File: config.mk
export PLATFORM = sky130hd
export DESIGN_NAME = risc16_control_unit_flat
export DESIGN_NICKNAME = d
export VERILOG_FILES = /design/src/rtl/risc16_pkg.sv /design/src/rtl/risc16_control_unit_if.sv /design/src/rtl/risc16_pc.sv /design/src/rtl/risc16_control_unit.sv /design/src/flat_wrapper.sv
export SDC_FILE = /design/constraint.sdc
export NUM_CORES = 1
export LEC_CHECK = 0
export CORE_ASPECT_RATIO = 0.9
export CORE_MARGIN = 2
export CORE_UTILIZATION = 40
export CTS_BUF_LIST = sky130_fd_sc_hd__clkbuf_8
export CTS_CLUSTER_DIAMETER = 150
export CTS_CLUSTER_SIZE = 40
export DETAILED_ROUTE_END_ITERATION = 8
export GPL_TIMING_DRIVEN = 1
export PLACE_DENSITY = 0.66
export SLEW_MARGIN = 20
export SYNTH_ARGS = -nofsm -noshare
export SYNTH_HDL_FRONTEND = slang
export SYNTH_SLANG_ARGS = --single-unit
File: constraint.sdc
create_clock -name clk -period 2.8 [get_ports clk]
set_input_delay 0.42 -clock clk [delete_from_list [all_inputs] [get_ports clk]]
set_output_delay 0.42 -clock clk [all_outputs]
set_load 0.1 [all_outputs]
File: src/rtl/risc16_pkg.sv
// Shared RISC16 definitions: opcodes, control-FSM state encoding and ALU select codes.
// Used by the control unit and by the datapath ALU.
package risc16_pkg;

  typedef enum logic [3:0] {
    S_INIT, S_FETCH, S_LATCH, S_DECODE,
    S_LD1, S_LD2, S_ST1, S_ST2, S_LI,
    S_AL1, S_AL2, S_JZ1, S_JZ2, S_HALT
  } state_t;

  localparam logic [3:0] OP_LD   = 4'b0000;
  localparam logic [3:0] OP_ST   = 4'b0001;
  localparam logic [3:0] OP_ADD  = 4'b0010;
  localparam logic [3:0] OP_LI   = 4'b0011;
  localparam logic [3:0] OP_SUB  = 4'b0100;
  localparam logic [3:0] OP_JZ   = 4'b0101;
  localparam logic [3:0] OP_AND  = 4'b0110;
  localparam logic [3:0] OP_OR   = 4'b0111;
  localparam logic [3:0] OP_XOR  = 4'b1000;
  localparam logic [3:0] OP_NOT  = 4'b1001;
  localparam logic [3:0] OP_SLA  = 4'b1010;
  localparam logic [3:0] OP_SRA  = 4'b1011;
  localparam logic [3:0] OP_HALT = 4'b1111;

  localparam logic [2:0] ALU_ADD = 3'b000;
  localparam logic [2:0] ALU_SUB = 3'b001;
  localparam logic [2:0] ALU_AND = 3'b010;
  localparam logic [2:0] ALU_OR  = 3'b011;
  localparam logic [2:0] ALU_XOR = 3'b100;
  localparam logic [2:0] ALU_NOT = 3'b101;
  localparam logic [2:0] ALU_SLA = 3'b110;
  localparam logic [2:0] ALU_SRA = 3'b111;

  localparam logic [1:0] WSEL_ALU = 2'b00;
  localparam logic [1:0] WSEL_MEM = 2'b01;
  localparam logic [1:0] WSEL_IMM = 2'b10;

  function automatic logic is_alu_op(input logic [3:0] op);
    return (op == OP_ADD) || (op == OP_SUB) || (op == OP_AND) || (op == OP_OR) ||
           (op == OP_XOR) || (op == OP_NOT) || (op == OP_SLA) || (op == OP_SRA);
  endfunction

  function automatic logic [2:0] alu_sel(input logic [3:0] op);
    logic [2:0] s;
    case (op)
      OP_SUB:  s = ALU_SUB;
      OP_AND:  s = ALU_AND;
      OP_OR:   s = ALU_OR;
      OP_XOR:  s = ALU_XOR;
      OP_NOT:  s = ALU_NOT;
      OP_SLA:  s = ALU_SLA;
      OP_SRA:  s = ALU_SRA;
      default: s = ALU_ADD;
    endcase
    return s;
  endfunction

endpackage

File: src/rtl/risc16_control_unit_if.sv
// Instruction-memory bus between the control unit (master) and the instruction memory.
// Read data is expected one cycle after the read strobe.
interface risc16_control_unit_if #(parameter int W = 16);
  logic [W-1:0] imem_addr;
  logic         imem_rd;
  logic [W-1:0] imem_data;

  modport master (output imem_addr, output imem_rd, input imem_data);
  modport slave  (input imem_addr, input imem_rd, output imem_data);
endinterface

File: src/rtl/risc16_pc.sv
// Program counter: post-fetch increment, relative branch load, asynchronous clear.
// Branch target is relative to the branch's own address (PC was already incremented).
module risc16_pc #(
  parameter int W = 16
) (
  input  logic         clk,
  input  logic         rst_n,
  input  logic         inc,
  input  logic         br,
  input  logic [7:0]   offset,
  output logic [W-1:0] pc
);

  logic [W-1:0] sext;
  assign sext = {{(W-8){offset[7]}}, offset};

  always_ff @(posedge clk or negedge rst_n) begin
    if (!rst_n) begin
      pc <= '0;
    end else if (inc) begin
      pc <= pc + W'(1);
    end else if (br) begin
      pc <= pc - W'(1) + sext;
    end
  end

endmodule

File: src/rtl/risc16_control_unit.sv
// RISC16 multi-cycle control FSM: fetch/latch/decode then per-opcode execute states.
// Outputs are Moore decodes of state and IR, so reset forces them all low at once.
module risc16_control_unit
  import risc16_pkg::*;
#(
  parameter int W = 16
) (
  input  logic                   clk,
  input  logic                   rst_n,
  risc16_control_unit_if.master  imem,
  input  logic                   RF_Rp_zero,
  output logic [7:0]             D_addr,
  output logic                   D_rd,
  output logic                   D_wr,
  output logic [7:0]             RF_W_data,
  output logic                   RF_s1,
  output logic                   RF_s0,
  output logic [3:0]             RF_W_addr,
  output logic                   W_wr,
  output logic [3:0]             RF_Rp_addr,
  output logic                   Rp_rd,
  output logic [3:0]             RF_Rq_addr,
  output logic                   Rq_rd,
  output logic [2:0]             alu_s,
  output logic                   halted
);

  state_t       state, nxt;
  logic [W-1:0] ir;
  logic [W-1:0] pc;
  logic [3:0]   op, ra, rb, rc;
  logic [1:0]   wsel;

  assign op = ir[15:12];
  assign ra = ir[11:8];
  assign rb = ir[7:4];
  assign rc = ir[3:0];
  assign RF_s1 = wsel[1];
  assign RF_s0 = wsel[0];

  risc16_pc #(.W(W)) u_pc (
    .clk    (clk),
    .rst_n  (rst_n),
    .inc    (state == S_LATCH),
    .br     ((state == S_JZ2) && RF_Rp_zero),
    .offset (ir[7:0]),
    .pc     (pc)
  );

  always_ff @(posedge clk or negedge rst_n) begin
    if (!rst_n) begin
      state <= S_INIT;
      ir    <= '0;
    end else begin
      state <= nxt;
      if (state == S_LATCH) ir <= imem.imem_data;
    end
  end

  always_comb begin
    nxt            = state;
    imem.imem_addr = '0;
    imem.imem_rd   = 1'b0;
    D_addr         = '0;
    D_rd           = 1'b0;
    D_wr           = 1'b0;
    RF_W_data      = '0;
    wsel           = WSEL_ALU;
    RF_W_addr      = '0;
    W_wr           = 1'b0;
    RF_Rp_addr     = '0;
    Rp_rd          = 1'b0;
    RF_Rq_addr     = '0;
    Rq_rd          = 1'b0;
    alu_s          = '0;
    halted         = 1'b0;

    case (state)
      S_INIT:   nxt = S_FETCH;
      S_FETCH: begin
        imem.imem_addr = pc;
        imem.imem_rd   = 1'b1;
        nxt            = S_LATCH;
      end
      S_LATCH:  nxt = S_DECODE;
      S_DECODE: begin
        case (op)
          OP_LD:   nxt = S_LD1;
          OP_ST:   nxt = S_ST1;
          OP_LI:   nxt = S_LI;
          OP_JZ:   nxt = S_JZ1;
          OP_HALT: nxt = S_HALT;
          // NOP idles one strobe-free cycle in INIT to keep its 4-cycle CPI.
          default: nxt = is_alu_op(op) ? S_AL1 : S_INIT;
        endcase
      end
      S_LD1: begin
        D_addr = ir[7:0];
        D_rd   = 1'b1;
        nxt    = S_LD2;
      end
      S_LD2: begin
        W_wr      = 1'b1;
        RF_W_addr = ra;
        wsel      = WSEL_MEM;
        nxt       = S_FETCH;
      end
      S_ST1: begin
        RF_Rp_addr = ra;
        Rp_rd      = 1'b1;
        nxt        = S_ST2;
      end
      S_ST2: begin
        D_addr = ir[7:0];
        D_wr   = 1'b1;
        nxt    = S_FETCH;
      end
      S_LI: begin
        W_wr      = 1'b1;
        RF_W_addr = ra;
        wsel      = WSEL_IMM;
        RF_W_data = ir[7:0];
        nxt       = S_FETCH;
      end
      S_AL1: begin
        RF_Rp_addr = rb;
        RF_Rq_addr = rc;
        Rp_rd      = 1'b1;
        Rq_rd      = 1'b1;
        nxt        = S_AL2;
      end
      S_AL2: begin
        W_wr      = 1'b1;
        RF_W_addr = ra;
        wsel      = WSEL_ALU;
        alu_s     = alu_sel(op);
        nxt       = S_FETCH;
      end
      S_JZ1: begin
        RF_Rp_addr = ra;
        Rp_rd      = 1'b1;
        nxt        = S_JZ2;
      end
      S_JZ2:    nxt = S_FETCH;
      S_HALT:   halted = 1'b1;
      default:  nxt = S_INIT;
    endcase
  end

endmodule

File: src/flat_wrapper.sv
// flat-port wrapper written by rule: the top's interface ports become plain ports
module risc16_control_unit_flat import risc16_pkg::*;
#(
  parameter int W = 16
)
  (clk, rst_n, RF_Rp_zero, D_addr, D_rd, D_wr, RF_W_data, RF_s1, RF_s0, RF_W_addr, W_wr, RF_Rp_addr, Rp_rd, RF_Rq_addr, Rq_rd, alu_s, halted, imem_imem_addr, imem_imem_rd, imem_imem_data);
  risc16_control_unit_if #(.W(W)) imem_i ();
  input  logic clk;
  input  logic rst_n;
  input  logic RF_Rp_zero;
  output logic [7:0] D_addr;
  output logic D_rd;
  output logic D_wr;
  output logic [7:0] RF_W_data;
  output logic RF_s1;
  output logic RF_s0;
  output logic [3:0] RF_W_addr;
  output logic W_wr;
  output logic [3:0] RF_Rp_addr;
  output logic Rp_rd;
  output logic [3:0] RF_Rq_addr;
  output logic Rq_rd;
  output logic [2:0] alu_s;
  output logic halted;
  output wire logic [$bits(imem_i.imem_addr)-1:0] imem_imem_addr;
  output wire logic [$bits(imem_i.imem_rd)-1:0] imem_imem_rd;
  input wire logic [$bits(imem_i.imem_data)-1:0] imem_imem_data;
  assign imem_imem_addr = imem_i.imem_addr;
  assign imem_imem_rd = imem_i.imem_rd;
  assign imem_i.imem_data = imem_imem_data;
  risc16_control_unit #(.W(W)) u_core (.clk(clk), .rst_n(rst_n), .imem(imem_i), .RF_Rp_zero(RF_Rp_zero), .D_addr(D_addr), .D_rd(D_rd), .D_wr(D_wr), .RF_W_data(RF_W_data), .RF_s1(RF_s1), .RF_s0(RF_s0), .RF_W_addr(RF_W_addr), .W_wr(W_wr), .RF_Rp_addr(RF_Rp_addr), .Rp_rd(Rp_rd), .RF_Rq_addr(RF_Rq_addr), .Rq_rd(Rq_rd), .alu_s(alu_s), .halted(halted));
endmodule
# Word-level counts from Yosys, hierarchy flattened

Index checks and enable logic that the tools add are counted.

Register bits after elaboration: 36
Bits of input ports: 19
Output and inout bits: 56
Logic and storage cells: 68

Add/sub/neg operators: 3
Equality and inequality tests: 25
Mux-type cells: 21
Reduce and logical (&&, ||, !) cells: 16

Operator list:

| operator                                             | count |
|---|---|
| two-way mux 16 bit                                   | 3 |
| equality test 4 bit (second input constant)          | 11 |
| case mux 4 bit (9 select lines)                      | 1 |
| equality test 4 x 3 -> 1 bit (second input constant) | 8 |
| case mux 3 bit (7 select lines)                      | 1 |
| case mux 4 bit (5 select lines)                      | 1 |
| adder 16 x 1 -> 16 bit (second input constant)       | 1 |
| adder 16 bit                                         | 1 |
| equality test 4 x 2 -> 1 bit (second input constant) | 4 |
| two-way mux 8 bit                                    | 2 |
| subtractor 16 x 1 -> 16 bit (second input constant)  | 1 |
| two-way mux 4 bit                                    | 3 |
| equality test 4 x 1 -> 1 bit (second input constant) | 2 |
| zero test 4 bit                                      | 2 |
| case mux 4 bit (2 select lines)                      | 1 |
| logical OR 1 bit                                     | 7 |
| two-way mux 1 bit                                    | 7 |
| OR reduction 3 bit                                   | 2 |
| OR reduction 6 bit                                   | 1 |
| case mux 2 bit (2 select lines)                      | 1 |
| OR reduction 2 bit                                   | 2 |
| two-way mux 3 bit                                    | 1 |
| nonzero test 2 bit                                   | 1 |
| logical AND 1 bit                                    | 1 |

# Longest topological paths before layout

Word-level depth: 11
Depth in mapped cells: 12

# Modules after synthesis

From an unflattened synthesis, not the netlist that was laid out.

Cells, all modules: 411
Area, all modules: 3,392.0 sq um

Modules (own cells, without submodules):

| module              | instances | cells each | area each (sq um) | sequential area each (sq um) |
|---|---|---|---|---|
| risc16_pc           | 1         | 269        | 1,985.7           | 400.4 |
| risc16_control_unit | 1         | 142        | 1,406.3           | 500.5 |

# Worst setup path after synthesis

No wires, ideal clock.

Path kind: reg2out
From: register u_core.state[3]
To: output RF_W_data[2]
Arrival: 3.832 ns
Data required time: 2.380 ns
Setup slack: -1.452 ns
Cell stages (with the launch flop): 6
Cell sequence: dfrtp_1 -> clkbuf_1 -> nand2b_1 -> clkbuf_1 -> clkbuf_1 -> nor4_1

Word-level cells in the longest chain between the ends: 2

RTL lines:

| what                   | line                      | RTL |
|---|---|---|
| start, declared        | risc16_control_unit.sv:28 | `state_t state, nxt;` |
| start signal, assigned | risc16_control_unit.sv:55 | `state <= nxt;` |
| equality test 4 bit    | risc16_control_unit.sv:78 | `case (state)` |
| two-way mux 8 bit      | risc16_control_unit.sv:78 |  |
| end, declared          | flat_wrapper.sv:14        | `output logic [7:0] RF_W_data;` |

Every way passes these cells.

# Worst setup path after layout

From: register u_core.state[3]
To: output W_wr

Word-level cells in the longest chain between the ends: 3
Elaborated cells between the ends (all ways): 5

RTL lines:

| what                                                                       | line                      | RTL |
|---|---|---|
| equality test 4 x 3 -> 1 bit / equality test 4 bit (equally long branches) | risc16_control_unit.sv:78 |  |
| OR reduction 3 bit (no line) *                                             | n/a                       |  |
| two-way mux 1 bit *                                                        | risc16_control_unit.sv:78 |  |
| end, declared                                                              | flat_wrapper.sv:18        | `output logic W_wr;` |

Every way passes the cells marked *; elsewhere a longest branch is shown, timed or not.

==> results.py <==
metrics = {
    "setup_path": {
        "arrival_ns": 2.23,
        "worstSetupPathType": "register to output port",
        "worst_ep_required_time_ns": 2.38,
        "worstRegToRegCells": 10,
        "end_kind": "output port",
        "cp-start-kind": "register",
        "crit-reg2reg-capture": "u_core.u_pc.pc[13]",
        "worst-path-max-fanout": 13,
        "path_cells": "nand2b_1 > nor2_4 > nor2_1 > inv_1 > buf_12",
        "r2r_setup_slack_ns": 0.18,
        "critPathMaxStageDelay_ns": 0.61,
        "r2r-start": "u_core.ir[7]",
        "crit_slowest_cell": "nor2_1",
    },
    "logic_synthesis": {
        "synth_area_um2": 3270,
        "syn_inst": 439,
        "synth_cell_types": 50,
        "synth_edf_count": 0,
        "yosysSeqAreaShare_pct": 27.5,
        "yosys_warnings": 0,
        "synthArstFlopShare_pct": 100,
        "syn-num-nets": 489,
        "synth_area_per_cell_um2": 7.46,
        "synth_ff_type": "dfrtp_1",
        "ys_ff_latch": 36,
    },
    "detailed_routing": {
        "drc_errors": 0,
        "wl_per_cell_um": 16.9,
        "dr.pass1.iters": 5,
        "vias": 3508,
        "drtAntennaViolNets": 0,
        "vias_per_cell": 5.64,
        "dr.first_iter.drc_count": 176,
        "wirelength_um": 10500,
    },
    "finish": {
        "drive_gt1_share_pct": 27.5,
        "syn2layout_area_growth_pct": 61.0,
        "seqCellArea_um2": 903,
        "final_common_cell": "inv_1",
        "final_cell_mix": "59 x inv_1, 56 x buf_12, 55 x nand2_1",
        "nets": 572,
        "diodes": 0,
        "fillers": 652,
        "multiInputGateArea_um2": 2440,
    },
    "clocking": {
        "postCtsResizedCells": 0,
        "ctsHoldBuffers": 0,
        "clk-insertion-delay-late_ns": 0.29,
        "cts_setup_buffers": 0,
        "numClockSinks": 36,
        "cts_tree": "built",
        "h-tree-depth": 2,
        "cts_buffers": 5,
        "path_clk_slew_ns": 0.08,
        "root_buffer": "clkbuf_8",
        "clockBufferDepth": 2,
    },
    "worst_hold_path": {
        "min_to": "u_core.ir[9]",
        "hold_start": "u_core.ir[9]",
        "hold_path_depth": 2,
        "hold_path_class": "register to register",
    },
    "timing": {
        "rsz0062_at_grt": "yes",
        "fin_skew_ns": 0.00434,
        "slew_violations": 0,
        "worstMarginPinSlew_ns": 0.779,
        "hold_violations": 0,
        "fmax_ghz": 0.377,
        "slew_headroom_pct": 47.9,
        "timing.final.crit_share_pct": 94.7,
        "setup_tns_ns": 0,
        "period_needed_ns": 2.65,
        "finalSetupViolCount": 0,
    },
    "placed_design": {
        "place.gp.congestion": 0.891,
        "dp_hpwl_um": 8320,
        "portBuffers": 74,
    },
    "die": {
        "die_w_um": 99.4,
        "rows": 31,
        "core_region_area_um2": 7990,
        "start_util_pct": 41.0,
        "io_pins": 75,
        "dieHeight_um": 89.8,
        "die_area_um2": 8920,
    },
    "grt": {
        "grt_pass1_vias": 3253,
        "grt_overflow": 0,
        "grt_pass1_wl_um": 17200,
        "grt_use_total_pct": 23.7,
        "antenna_found_initial": 0,
        "grt_max_degree": 37,
    },
    "flow_run": {
        "drv_cap": 0,
    },
    "status": {
        "status": "finished clean",
    },
}
==> per-layer routing <==
metal / vias up / part of all wire, % / GRT usage (%) / wire length (um)
met3: 6 / 6.1 / 3.58 / 646
met4: 0 / 0.72 / 4.45 / 76
met2: 118 / 46 / 36.9 / 4880
li1: 1714 / - / - / -
met5: - / 0 / 0 / 0
met1: 1670 / 47 / 35.1 / 4930
==> cell type report <==
cell class | count | area share [%]
multi-input combinational | 320 | 46.2
timing repair buffer | 102 | 28.7
sequential | 36 | 17.1
inverter | 57 | 4.06
tap | 99 | 2.35
clock buffer | 5 | 1.31
clock inverter | 3 | 0.237
==> Yosys cell counts, drive strengths merged, types with 9 or more instances <==
master / instances / share of area [%]
inv: 57 / 6.5
nand2: 55 / 6.3
dfrtp: 36 / 28
ha: 30 / 11
o21ai: 30 / 4.6
clkbuf: 26 / 3.0
nor4: 26 / 5.0
a21oi: 24 / 3.7
nor2: 21 / 2.4
nor3: 15 / 2.8
nand3: 13 / 2.0
nand2b: 12 / 2.3
xnor2: 9 / 2.4
==> flip-flops by register name (all words and copies together) (netlist names) <==
signal          flops
u_core.ir          16
u_core.state        4
u_core.u_pc.pc     16
==> logic make-up (layout without fill, tap and decap cells) <==
kind of cell	count (synthesis)	in the layout	synth area share, %
AND/OR/NAND/NOR	174	174	27.4
adder cells (fa/ha/maj)	31	31	12.1
XOR/XNOR	13	13	3.48
flip-flops	36	36	27.5
multiplexers	2	2	0.612
AO/OA/AOI/OAI	100	100	19.4
buffers and inverters	83	167	9.52
==> stage by stage <==
stage	std cells	util (%)	setup WS, ns	instance area, um^2	hold WS (ns)
after detailed placement	614	64.8	0.0248	5180	0.499
final	622	66.0	0.149	5270	0.521
after floorplan	439	-	-0.786	3630	0.124
after CTS	622	65.8	0.0119	5260	0.516
after global routing	622	66.0	-0.0638	5270	0.547
after global placement	614	64.8	0.122	5180	0.493
==> worst max path at each step <==
stage / startpoint / to
2_1_floorplan: u_core.state[3] / RF_Rq_addr[0]
3_3_place_gp: u_core.u_pc.pc[1] / u_core.u_pc.pc[15]
3_5_place_dp: u_core.u_pc.pc[1] / u_core.u_pc.pc[15]
4_1_cts: u_core.u_pc.pc[1] / u_core.u_pc.pc[15]
5_1_grt: u_core.u_pc.pc[1] / u_core.u_pc.pc[9]
6_report: u_core.state[3] / W_wr
==> worst max-delay path: cells and delay by family, from the launching register on <==
kind	cells	cell delay, ns
buffers and inverters	2	0.40
and+or+nand+nor	3	0.94
DFF	1	0.59
Power is left out: the tool's default activity adds up to more than one toggle a clock period on the data nets, which glitch-free logic cannot reach.
